## src/rtl/mem_arbiter.sv

```systemverilog
// ============================================================================
// mem_arbiter : shares one memory bus between the fetch and data ports.
// Build option MEM_ARBITER_RR_EN selects round-robin on contention. Rev 1.0
// ============================================================================
`default_nettype none

module mem_arbiter (
    input  logic        clk,
    input  logic        rst,
    input  logic        if_req_i,
    input  logic [31:0] if_addr_i,
    input  logic        mem_req_i,
    input  logic        mem_we_i,
    input  logic [31:0] mem_addr_i,
    input  logic [3:0]  mem_sel_i,
    input  logic [31:0] mem_wdata_i,
    output logic        if_ack_o,
    output logic [31:0] if_rdata_o,
    output logic        mem_ack_o,
    output logic [31:0] mem_rdata_o,
    output logic        bus_req_o,
    output logic        bus_we_o,
    output logic [31:0] bus_addr_o,
    output logic [3:0]  bus_sel_o,
    output logic [31:0] bus_wdata_o,
    input  logic        bus_ack_i,
    input  logic [31:0] bus_rdata_i,
    input  logic        flush_i,
    output logic        stallreq_if_o,
    output logic        stallreq_mem_o
);

    localparam logic [1:0] S_IDLE     = 2'd0;
    localparam logic [1:0] S_BUSY_IF  = 2'd1;
    localparam logic [1:0] S_BUSY_MEM = 2'd2;

    logic [1:0]  state_q,     state_d;
    logic        bus_req_q,   bus_req_d;
    logic        bus_we_q,    bus_we_d;
    logic [31:0] bus_addr_q,  bus_addr_d;
    logic [3:0]  bus_sel_q,   bus_sel_d;
    logic [31:0] bus_wdata_q, bus_wdata_d;
    logic        if_ack_q,    if_ack_d;
    logic        mem_ack_q,   mem_ack_d;
    logic [31:0] if_rdata_q,  if_rdata_d;
    logic [31:0] mem_rdata_q, mem_rdata_d;
    logic        flush_q,     flush_d;
    logic        pick_if;
    logic        grant_if;
    logic        grant_mem;

`ifdef MEM_ARBITER_RR_EN
    // ptr_q=1 means the fetch port wins the next contested grant
    logic        ptr_q,       ptr_d;
    logic        contested_q, contested_d;
    assign pick_if = ptr_q;
`else
    assign pick_if = 1'b0;
`endif

    // No grant in a cycle where an ack is visible: the acked requester still
    // shows req that cycle and must not be served twice.
    assign grant_mem = (state_q == S_IDLE) && !flush_i && !if_ack_q && !mem_ack_q
                       && mem_req_i && (!if_req_i || !pick_if);
    assign grant_if  = (state_q == S_IDLE) && !flush_i && !if_ack_q && !mem_ack_q
                       && if_req_i && !grant_mem;

    always_comb begin
        state_d     = state_q;
        bus_req_d   = bus_req_q;
        bus_we_d    = bus_we_q;
        bus_addr_d  = bus_addr_q;
        bus_sel_d   = bus_sel_q;
        bus_wdata_d = bus_wdata_q;
        if_ack_d    = 1'b0;
        mem_ack_d   = 1'b0;
        if_rdata_d  = if_rdata_q;
        mem_rdata_d = mem_rdata_q;
        flush_d     = flush_q;
`ifdef MEM_ARBITER_RR_EN
        ptr_d       = ptr_q;
        contested_d = contested_q;
`endif
        case (state_q)
            S_IDLE: begin
                if (grant_mem) begin
                    state_d     = S_BUSY_MEM;
                    bus_req_d   = 1'b1;
                    bus_we_d    = mem_we_i;
                    bus_addr_d  = mem_addr_i;
                    bus_sel_d   = mem_sel_i;
                    bus_wdata_d = mem_wdata_i;
                end else if (grant_if) begin
                    state_d     = S_BUSY_IF;
                    bus_req_d   = 1'b1;
                    bus_we_d    = 1'b0;
                    bus_addr_d  = if_addr_i;
                    bus_sel_d   = 4'hF;
                    bus_wdata_d = 32'd0;
                end
`ifdef MEM_ARBITER_RR_EN
                contested_d = if_req_i && mem_req_i;
`endif
            end
            S_BUSY_IF, S_BUSY_MEM: begin
                if (bus_ack_i) begin
                    state_d   = S_IDLE;
                    bus_req_d = 1'b0;
                    flush_d   = 1'b0;
                    // A flushed transaction completes on the bus but stays invisible
                    if (!(flush_q || flush_i)) begin
                        if (state_q == S_BUSY_MEM) begin
                            mem_ack_d   = 1'b1;
                            mem_rdata_d = bus_rdata_i;
                        end else begin
                            if_ack_d    = 1'b1;
                            if_rdata_d  = bus_rdata_i;
                        end
`ifdef MEM_ARBITER_RR_EN
                        if (contested_q) begin
                            ptr_d = (state_q == S_BUSY_MEM);
                        end
`endif
                    end
                end else if (flush_i) begin
                    flush_d = 1'b1;
                end
            end
            default: begin
                state_d   = S_IDLE;
                bus_req_d = 1'b0;
            end
        endcase
    end

    always_ff @(posedge clk) begin
        if (rst) begin
            state_q     <= S_IDLE;
            bus_req_q   <= 1'b0;
            bus_we_q    <= 1'b0;
            bus_addr_q  <= 32'd0;
            bus_sel_q   <= 4'd0;
            bus_wdata_q <= 32'd0;
            if_ack_q    <= 1'b0;
            mem_ack_q   <= 1'b0;
            if_rdata_q  <= 32'd0;
            mem_rdata_q <= 32'd0;
            flush_q     <= 1'b0;
`ifdef MEM_ARBITER_RR_EN
            ptr_q       <= 1'b0;
            contested_q <= 1'b0;
`endif
        end else begin
            state_q     <= state_d;
            bus_req_q   <= bus_req_d;
            bus_we_q    <= bus_we_d;
            bus_addr_q  <= bus_addr_d;
            bus_sel_q   <= bus_sel_d;
            bus_wdata_q <= bus_wdata_d;
            if_ack_q    <= if_ack_d;
            mem_ack_q   <= mem_ack_d;
            if_rdata_q  <= if_rdata_d;
            mem_rdata_q <= mem_rdata_d;
            flush_q     <= flush_d;
`ifdef MEM_ARBITER_RR_EN
            ptr_q       <= ptr_d;
            contested_q <= contested_d;
`endif
        end
    end

    assign if_ack_o       = if_ack_q;
    assign if_rdata_o     = if_rdata_q;
    assign mem_ack_o      = mem_ack_q;
    assign mem_rdata_o    = mem_rdata_q;
    assign bus_req_o      = bus_req_q;
    assign bus_we_o       = bus_we_q;
    assign bus_addr_o     = bus_addr_q;
    assign bus_sel_o      = bus_sel_q;
    assign bus_wdata_o    = bus_wdata_q;
    assign stallreq_if_o  = if_req_i & ~if_ack_q;
    assign stallreq_mem_o = mem_req_i & ~mem_ack_q;

endmodule

`default_nettype wire

```

## config.mk

```make
export PLATFORM = sky130hd
export DESIGN_NAME = mem_arbiter
export DESIGN_NICKNAME = d
export VERILOG_FILES = /design/src/rtl/mem_arbiter.sv
export SDC_FILE = /design/constraint.sdc
export NUM_CORES = 1
export LEC_CHECK = 0
export CAP_MARGIN = 10
export CORE_MARGIN = 1
export CORE_UTILIZATION = 40
export CTS_CLUSTER_DIAMETER = 100
export DETAILED_ROUTE_END_ITERATION = 8
export GPL_ROUTABILITY_DRIVEN = 0
export GPL_TIMING_DRIVEN = 0
export HOLD_SLACK_MARGIN = 0.03
export PLACE_DENSITY = 0.84
export SLEW_MARGIN = 20
export SYNTH_ARGS = -nofsm -noshare
export SYNTH_HDL_FRONTEND = slang
export SYNTH_SLANG_ARGS = --single-unit
```

## constraint.sdc

```tcl
create_clock -name clk -period 2.1 [get_ports clk]
set_input_delay 0.21 -clock clk [delete_from_list [all_inputs] [get_ports clk]]
set_output_delay 0.21 -clock clk [all_outputs]
set_load 0.03 [all_outputs]
```

==> metrics.txt <==
Mean Syn Cell Area=8.11 sq um; Max Slew Vio Count=0; drt total wl=20100 um; number of DRC markers in iteration 0=437; Via-to-Cell Ratio=5.43; Yosys reg bits=139; FF-to-FF path depth=7; fillers=1127; top post-synthesis cells by area=dfxtp_1 (51%), nand3_1 (12%), a21oi_1 (9.0%); die height=119 um; CP max stage delay=430 ps; final setup fails=0; CP Launch Type=flip-flop; Hold Crit Start=mem_wdata_i[6]; sequential share of the synthesized area=51.2%; clock tree buffer depth=2; worst hold endpoint=bus_wdata_o[6]; hold path cells=3; pwr dens=773 mW/mm^2; via count=6275; total power draw=6.95 mW; post-layout util=67.9%; Reg-to-Reg Start=state_q[1]; r2r setup slk=80 ps; die width=119 um; Clk Tree Root Cell=clkbuf_16; cts bufs inserted=17; CP Max Fanout=10; status=completed; pin count of the biggest net entering global routing=17; Leakage=3.00 nW; TritonCTS clock tree=done; commonest non-fill, non-tap cell in the layout=clkdlybuf4s50_1; cell area after synthesis=0.00544 sq mm; shortest period the worst path allows=2020 ps; VDD IR max=0.543 mV; Die ar.=0.0141 sq mm; Starting Density=41.1%; Critical R2R Capture=bus_addr_o[24]; hpwl dp=14400 um; type of the most critical hold path=in -> reg; Least-Margin Pin Slew=620 ps; most frequent cells in the layout=clkdlybuf4s50_1 (274), dfxtp_1 (139), nand3_1 (131), a21oi_1 (98), o21ai_0 (85); initial antenna violation count=0; PnR worst setup slack=77.2 ps; clk sinks=139; CP Cell Sequence=inv_1, ha_2, or4b_1, buf_2, clkbuf_1, o21ai_0, a31oi_1; WS Path Type=reg -> reg; vias in the first global route=5954; Core Box Area=0.0132 sq mm; max_cap viols=0; gr ovfl total=0; Synth top area share=51.2%; GRT Overall Usage=28.0%; H-tree Lvls=4; CP bufs+invs=3; Syn Inst Count=671; Area growth, synth to finish=65.4%; Core Rows=42; Worst Skew=8.41 ps; first-pass GRT wire length=30900 um; final net count=1109; FMAX=494 MHz; drt drc=0; Final Hold Vio Count=0; syn nets=813; Worst Setup End Kind=flip-flop; layout cells sized above 1=5.82%; Synth cell types=25; # diodes=0; fin crit share=96.3%; slowest stage cell, crit path=or4b_1; Routed Antenna Nets=0; port bufs=275; Routed wire per std cell=17.4 um; CTS Hold Bufs=0; Critical Path AT=2300 ps; Clock Latency Late Sink=420 ps; num ports=277; worst endpoint required time=2380 ps; Worst-path clk slew=60 ps; Place WS=-233 ps; Syn. warnings=0; Crit path max-delay family=buffers and inverters; first-pass detailed-route iteration total=5; area leader, netlist=dfxtp_1; Rel. slew slack=58.5%
worst max-delay path by stage:
stage	from	endpoint	slack (ps)	cells past startpoint
after floorplan	state_q[0]	state_q[1]	310	8
after global placement	mem_req_i	bus_wdata_o[17]	-240	6
after detailed placement	flush_i	bus_addr_o[12]	-230	5
after CTS	state_q[0]	bus_wdata_o[2]	20	7
after global routing	state_q[1]	if_rdata_o[28]	-30	7
final	state_q[1]	bus_addr_o[24]	80	7
worst reg2reg max path, cell delays in order (launching register included):
cell and delay (ps):
dfxtp_1 360, inv_1 80, ha_2 230, or4b_1 430, buf_2 200, clkbuf_1 240, o21ai_0 240, a31oi_1 110
per-layer routing:
metal	global-route usage (%)	part of all wire [%]	wire (um)
met4	13.8	3.3	671
met2	46.9	48	9710
met5	0	0	0
met1	31.7	39	7920
met3	9.41	9.0	1810
area by class of cell:
type                       count  area, sq um  area share (%)
tap                          176          220            2.45
inverter                       4         15.0           0.167
timing repair buffer         277         2770            30.8
clock buffer                  20          447            4.97
clock inverter                12          100            1.11
buffer                        73          308            3.42
multi-input combinational    455         2360            26.2
sequential                   139         2780            30.9
cells in the mapped netlist (all sizes together):
master   number
a211oi        1
nor4b         1
o211ai        2
or4b          1
ha            3
nor4bb        2
dfxtp       139
o221a         5
nor3          3
nand2b        1
nand2        67
nand4bb       2
inv           4
o21ai        97
buf          13
nor2          2
a21oi        98
clkbuf       60
nor2b         4
nor3b         1
nand3       131
a31oi        34
cell families (layout without fill, tap and decap cells):
group / after synthesis / count (layout) / synth area share, %
buffers and inverters: 77 / 386 / 5.80
adders and majority gates: 3 / 3 / 0.690
DFF: 139 / 139 / 51.2
AOI/OAI and AO/OA: 237 / 237 / 23.3
and+or+nand+nor: 215 / 215 / 19.0
where the power goes:
| part | switching [mW] | internal [mW] | leakage, nW |
|---|---|---|---|
| clock network | 1.14 | 1.65 | 0.265 |
| registers | 0.0666 | 2.76 | 1.13 |
| logic | 0.745 | 0.595 | 1.61 |
stage by stage:
stage	std cells	instance area, sq um	TNS [ps]	hold slack, ps
2_1_floorplan	671	5440	0	310
3_5_place_dp	1122	8410	-9870	446
4_1_cts	1154	8970	0	333
3_3_place_gp	1122	8410	-8620	440
6_report	1156	9000	0	350
5_1_grt	1156	9000	-93.3	348
registers in the layout, summed over array words and instances, names as in the netlist:
name         count
bus_addr_o      32
bus_req_o        1
bus_sel_o        4
bus_wdata_o     32
bus_we_o         1
flush_q          1
if_ack_o         1
if_rdata_o      32
mem_ack_o        1
mem_rdata_o     32
state_q          2
repair_timing:
action / in CTS / in global routing
resized for setup: 3 / 12
buffers inserted: 0 / 2
endpoints found under the setup margin: 31 / 92
No activity file was read; power rests on OpenSTA's default activity.
